$ cat config.mk
export PLATFORM = sky130hd
export DESIGN_NAME = div_sched
export DESIGN_NICKNAME = d
export VERILOG_FILES = /design/src/rtl/div_sched.sv
export SDC_FILE = /design/constraint.sdc
export NUM_CORES = 1
export LEC_CHECK = 0
export CAP_MARGIN = 10
export CORE_ASPECT_RATIO = 0.9
export CORE_UTILIZATION = 42
export CTS_CLUSTER_SIZE = 28
export DETAILED_ROUTE_END_ITERATION = 8
export PLACE_DENSITY = 0.84
export SETUP_SLACK_MARGIN = 0.2
export SLEW_MARGIN = 40
export SYNTH_ARGS = -nofsm -noshare
export SYNTH_HDL_FRONTEND = slang
export SYNTH_SLANG_ARGS = --single-unit
$ cat constraint.sdc
create_clock -name CK -period 4.05 [get_ports CK]
set_input_delay 0.81 -clock CK [delete_from_list [all_inputs] [get_ports CK]]
set_output_delay 0.81 -clock CK [all_outputs]
set_load 0.02 [all_outputs]
$ cat src/rtl/div_sched.sv
// Two-requester scheduler for a shared multi-cycle divider.
// Round-robin grant, clear/run sequencing and a held response.
module div_sched #(
    parameter int C_NUM_BITS = 24,
    parameter int C_LAT      = 26
) (
    input  logic                  CK,
    input  logic                  RN,
    input  logic                  REQ0_V,
    input  logic [C_NUM_BITS-1:0] REQ0_A,
    input  logic [C_NUM_BITS-1:0] REQ0_B,
    output logic                  REQ0_RDY,
    input  logic                  REQ1_V,
    input  logic [C_NUM_BITS-1:0] REQ1_A,
    input  logic [C_NUM_BITS-1:0] REQ1_B,
    output logic                  REQ1_RDY,
    output logic                  RSP_V,
    input  logic                  RSP_RDY,
    output logic                  RSP_ID,
    output logic [C_NUM_BITS-1:0] RSP_Q,
    output logic                  RSP_DZ,
    output logic                  DIV_E,
    output logic                  DIV_CLRN,
    output logic [C_NUM_BITS-1:0] DIV_A,
    output logic [C_NUM_BITS-1:0] DIV_B,
    input  logic [C_NUM_BITS-1:0] DIV_Q,
    output logic                  BUSY
);

    localparam int CW = (C_LAT > 1) ? $clog2(C_LAT) : 1;
    localparam logic [CW-1:0] LAST = CW'(C_LAT - 1);

    typedef enum logic [1:0] {
        IDLE = 2'd0,
        CLR  = 2'd1,
        RUN  = 2'd2,
        DONE = 2'd3
    } state_t;

    state_t state;
    state_t state_nx;

    logic                  ptr;
    logic [CW-1:0]         cnt;
    logic [C_NUM_BITS-1:0] a_r;
    logic [C_NUM_BITS-1:0] b_r;
    logic [C_NUM_BITS-1:0] q_r;
    logic                  id_r;
    logic                  dz_r;

    logic                  gnt0;
    logic                  gnt1;
    logic                  hs;
    logic                  hs_id;
    logic [C_NUM_BITS-1:0] sel_a;
    logic [C_NUM_BITS-1:0] sel_b;
    logic                  sel_zero;

    // On a tie the pointer names the last winner, so the other side wins.
    always_comb begin
        gnt0 = 1'b0;
        gnt1 = 1'b0;
        if (RN && state == IDLE) begin
            if (REQ0_V && REQ1_V) begin
                gnt0 = ptr;
                gnt1 = ~ptr;
            end else begin
                gnt0 = REQ0_V;
                gnt1 = REQ1_V;
            end
        end
    end

    assign REQ0_RDY = gnt0;
    assign REQ1_RDY = gnt1;
    assign hs       = gnt0 | gnt1;
    assign hs_id    = gnt1;
    assign sel_a    = hs_id ? REQ1_A : REQ0_A;
    assign sel_b    = hs_id ? REQ1_B : REQ0_B;
    assign sel_zero = (sel_b == '0);

    always_comb begin
        state_nx = state;
        unique case (state)
            IDLE: begin
                if (hs) begin
                    state_nx = sel_zero ? DONE : CLR;
                end
            end
            CLR: state_nx = RUN;
            RUN: begin
                if (cnt == LAST) begin
                    state_nx = DONE;
                end
            end
            DONE: begin
                if (RSP_RDY) begin
                    state_nx = IDLE;
                end
            end
            default: state_nx = IDLE;
        endcase
    end

    always_ff @(posedge CK) begin
        if (!RN) begin
            state <= IDLE;
            ptr   <= 1'b1;
            cnt   <= '0;
            a_r   <= '0;
            b_r   <= '0;
            q_r   <= '0;
            id_r  <= 1'b0;
            dz_r  <= 1'b0;
        end else begin
            state <= state_nx;
            if (hs) begin
                a_r  <= sel_a;
                b_r  <= sel_b;
                id_r <= hs_id;
                ptr  <= hs_id;
                if (sel_zero) begin
                    q_r  <= '1;
                    dz_r <= 1'b1;
                end
            end
            if (state == RUN) begin
                if (cnt == LAST) begin
                    cnt  <= '0;
                    q_r  <= DIV_Q;
                    dz_r <= 1'b0;
                end else begin
                    cnt <= cnt + 1'b1;
                end
            end
        end
    end

    assign BUSY     = (state != IDLE);
    assign RSP_V    = (state == DONE);
    assign RSP_ID   = id_r;
    assign RSP_Q    = q_r;
    assign RSP_DZ   = dz_r;
    assign DIV_A    = a_r;
    assign DIV_B    = b_r;
    // Divider controls are forced inactive/cleared while reset is held.
    assign DIV_E    = RN & ((state == CLR) | (state == RUN));
    assign DIV_CLRN = RN & (state != CLR);

endmodule

Word-level counts from Yosys, hierarchy flattened
Index checks and enable logic that the tools add are counted.
- bits in registers: 82
- input port bits: 125
- word-level logic and storage cells: 48
- add/sub/neg operators: 1
- equal/unequal tests: 8
- muxes and demuxes: 20
- bitwise logic cells: 5
- reductions and logical operators: 6
- operators by type and width (operator ; count):
    2-to-1 mux 24 bit ; 6
    logical NOT 24 bit ; 1
    2-to-1 mux 1 bit ; 8
    2-to-1 mux 2 bit ; 4
    one-hot mux 2 bit (4 select lines) ; 1
    adder 5 x 1 -> 5 bit (second input constant) ; 1
    == test 5 bit (second input constant) ; 1
    2-to-1 mux 5 bit ; 1
    == test 2 bit (second input constant) ; 2
    != test 2 x 1 -> 1 bit (second input constant) ; 2
    != test 2 bit (second input constant) ; 2
    AND reduction 3 bit ; 1
    bitwise AND 1 bit ; 2
    == test 2 x 1 -> 1 bit (second input constant) ; 1
    logical AND 1 bit ; 2
    logical NOT 2 bit ; 1
    bitwise OR 1 bit ; 2
    nonzero test 2 bit ; 1
    inverter 1 bit ; 1

Logic depth before layout (Yosys ltp)
- depth after elaboration: 9
- gate-level depth with buffers: 9
- gate-level depth less buffers: 7

Least setup slack after synthesis
Ideal clock, no wire load.
- kind: input to output
- start point: input port RN
- end point: output port DIV_CLRN
- arrival: 1.750 ns
- slack: 1.490 ns
- cell stages on the path: 5
- buffers on the path: 3
- cells stage by stage: buf_6 -> clkinv_1 -> clkbuf_1 -> buf_1 -> nor2_1
- word-level cells in the longest chain between the ends: 1
- ends and longest elaborated chain (what ; line ; source):
    start, declared ; 8 ; input logic RN,
    bitwise AND 1 bit ; 148 ; assign DIV_CLRN = RN & (state != CLR);
    end, declared ; 23 ; output logic DIV_CLRN,
No other way between the ends.

Final worst setup path
- start point: input port RN
- end point: output port REQ1_RDY
- word-level cells in the longest chain between the ends: 2
- ends and longest elaborated chain (what ; line ; source):
    logical AND 1 bit ; 63 ; if (RN && state == IDLE) begin
    2-to-1 mux 1 bit ; 63 ;
    end, declared ; 16 ; output logic REQ1_RDY,
No other way between the ends.

==> impl_metrics.json <==
{
  "status": "finished clean",
  "root_buffer": "clkbuf_8",
  "irDropWorstVdd_mv": 0.207,
  "ys_seq_area_frac": 0.441,
  "dp.final_hpwl_mm": 8.38,
  "gr-total-overflow": 0,
  "fmax_mhz": 279,
  "critPathCaptureType": "output port",
  "ys_warn_count": 0,
  "io-pin-count": 205,
  "slew_headroom": 0.439,
  "drc": 0,
  "synth-edff-count": 0,
  "clk_pin_slew_worst_paths_ns": 0.08,
  "start_util": 0.434,
  "synth_seq_cells": 82,
  "holdPathStages": 2,
  "syn_area_um2": 3720,
  "nNetsFinal": 725,
  "grt.total_usage": 0.243,
  "num_antenna_cells": 0,
  "cp_max_fo": 27,
  "cts_buffers": 9,
  "rows": 32,
  "met3WireLength_um": 809,
  "reg2reg_slack_ns": 1.57,
  "power.density_nw_per_um2": 369,
  "routabilityCongestion": 0.811,
  "grt_max_degree": 78,
  "period_share": 0.884,
  "synth_nets": 541,
  "post_cts_buffers": 0,
  "setup_viol": 0,
  "timing_hold_violations_final": 0,
  "post_cts_resized": 0,
  "first_pass_iters": 4,
  "syn_area_per_cell_um2": 9.10,
  "async_flop_share": 0,
  "final_cells": 717,
  "route.layer.met1.wl_mm": 4.67,
  "routed.top_layer": "met4",
  "core_um2": 8570,
  "htree_levels": 3,
  "drive_above_1_share": 0.0502,
  "viasPerCell": 5.19,
  "placed_cells": 701,
  "wirelength_mm": 11.3,
  "maxCapViolations": 0,
  "holdWs_ns": 0.474,
  "rsz0062_at_grt": "no",
  "synthDistinctLibCells": 38,
  "clockBufferDepth": 2,
  "rr_worst_depth": 6,
  "drtIter0Drc": 100,
  "routedWlPerCell_um": 15.8,
  "start_kind": "primary input",
  "die_y_um": 91.3,
  "antenna_found_initial": 0,
  "holdPathEnd": "RSP_ID",
  "dr_total_vias": 3720,
  "postRouteAntennaNets": 0,
  "ctsHoldBuffers": 0,
  "die_w_um": 101,
  "hold_class": "reg -> reg",
  "fin_worst_skew_ns": 0.00964,
  "n_fill_cell": 687,
  "cp_data_arrival_time_ns": 2.77,
  "grt_pass1_vias": 3646,
  "cts.sinks": 82,
  "fin_crit_ns": 3.58,
  "worst-setup-path-type": "in -> out",
  "area_growth_pct": 60.7,
  "leakage_nw": 2.48,
  "ys.flop_type": "dfxtp_1",
  "syn_inst": 409,
  "clkLatencyLatePin_ns": 0.35,
  "grt_pass1_wl_mm": 17.7,
  "setup_tns_ns": 0,
  "fp.dieArea_um2": 9240,
  "reg2reg_from": "state[0]",
  "cp_data_required_time_ns": 3.24,
  "tightest_slew_ns": 0.842,
  "maxSlewViolCount": 0,
  "tritoncts": "built",
  "r2r-end": "RSP_Q[2]",
  "port_buffers": 204,
  "hold_start": "RSP_ID",
  "wl_met2_mm": 5.69
}
## placed cells by master, fill, tap and decap left out, types with 2 or more instances in the layout
| cell | synthesis | final |
|---|---|---|
| a211oi_1 | 25 | 25 |
| a311oi_1 | 24 | 24 |
| and2_1 | 2 | 2 |
| buf_4 | 1 | 5 |
| clkbuf_8 | 0 | 10 |
| clkdlybuf4s50_1 | 0 | 204 |
| clkinvlp_4 | 0 | 2 |
| dfxtp_1 | 82 | 82 |
| ha_1 | 7 | 7 |
| inv_1 | 6 | 6 |
| mux2i_1 | 49 | 49 |
| nand2_1 | 55 | 55 |
| nand2b_1 | 2 | 2 |
| nand3_1 | 3 | 2 |
| nand4_1 | 5 | 5 |
| nor2_1 | 56 | 56 |
| nor4_1 | 12 | 12 |
| o21ai_0 | 2 | 2 |
| o22ai_1 | 24 | 24 |
| xor2_1 | 3 | 3 |
## synth_stat cells (5+ instances only)
cell type,number,area share
inv_1,6,0.0060
nand2_1,55,0.055
o22ai_1,24,0.040
ha_1,7,0.024
nand4_1,5,0.0084
a311oi_1,24,0.056
mux2i_1,49,0.13
buf_2,18,0.024
nor2_1,56,0.056
a211oi_1,25,0.050
clkbuf_1,12,0.012
dfxtp_1,82,0.44
nor4_1,12,0.020
## metal layers
| metal | track usage | vias up |
|---|---|---|
| li1 | - | 1854 |
| met1 | 0.281 | 1719 |
| met2 | 0.435 | 132 |
| met3 | 0.0693 | 15 |
| met4 | 0.0568 | 0 |
| met5 | 0 | - |
## power by group
group	internal [mW]	switching, mW	total, mW
Clock	0.305	0.302	0.608
Combinational	0.341	0.340	0.681
Sequential	0.881	0.0384	0.920
## through the flow
stage | utilization | setup slack, ns | total power, mW | cell area (um^2)
2_1_floorplan | - | 1.49 | 1.28 | 3720
3_3_place_gp | 0.674 | 0.536 | 1.60 | 5770
3_5_place_dp | 0.674 | 0.499 | 1.62 | 5770
4_1_cts | 0.698 | 0.474 | 2.23 | 5980
5_1_grt | 0.698 | 0.400 | 2.33 | 5980
6_report | 0.698 | 0.470 | 2.21 | 5980
## kinds of logic (layout without fill, tap and decap cells)
group                      after synthesis  count (layout)  synth area share
AOI/OAI and AO/OA                       82              82             0.166
xor gates and xnor gates                 3               3           0.00706
adders and majority gates                7               7            0.0235
buffers and inverters                   44             233            0.0585
DFF                                     82              82             0.441
muxes                                   50              50             0.135
and+or+nand+nor                        141             141             0.169
## registers in the layout, summed over array words and instances (netlist names)
| name | cells |
|---|---|
| DIV_B | 24 |
| RSP_DZ | 1 |
| cnt | 5 |
| RSP_ID | 1 |
| ptr | 1 |
| state | 2 |
| RSP_Q | 24 |
| DIV_A | 24 |
## final cells by class
| type | instances | area (um^2) | area share |
|---|---|---|---|
| timing repair buffer | 209 | 2080 | 0.348 |
| multi-input combinational | 283 | 1880 | 0.314 |
| sequential | 82 | 1640 | 0.274 |
| tap | 119 | 149 | 0.0249 |
| clock buffer | 11 | 141 | 0.0236 |
| clock inverter | 5 | 62.6 | 0.0105 |
| inverter | 8 | 32.5 | 0.00544 |
## worst max-delay path: stages
cell	delay, ns
clkdlybuf4s50_1	0.69
and3_4	0.29
nand2_4	0.06
inv_4	0.24
clkdlybuf4s50_1	0.67
## worst max-delay path by stage
stage	from	endpoint	slack, ns	depth (start not counted)
floorplan	RN	DIV_CLRN	1.49	5
global placement	RN	REQ1_RDY	0.54	5
detailed placement	RN	REQ1_RDY	0.50	5
CTS	RN	REQ1_RDY	0.47	5
global route	RN	REQ1_RDY	0.40	5
finish	RN	REQ1_RDY	0.47	5
(Power assumes the default switching activity.)
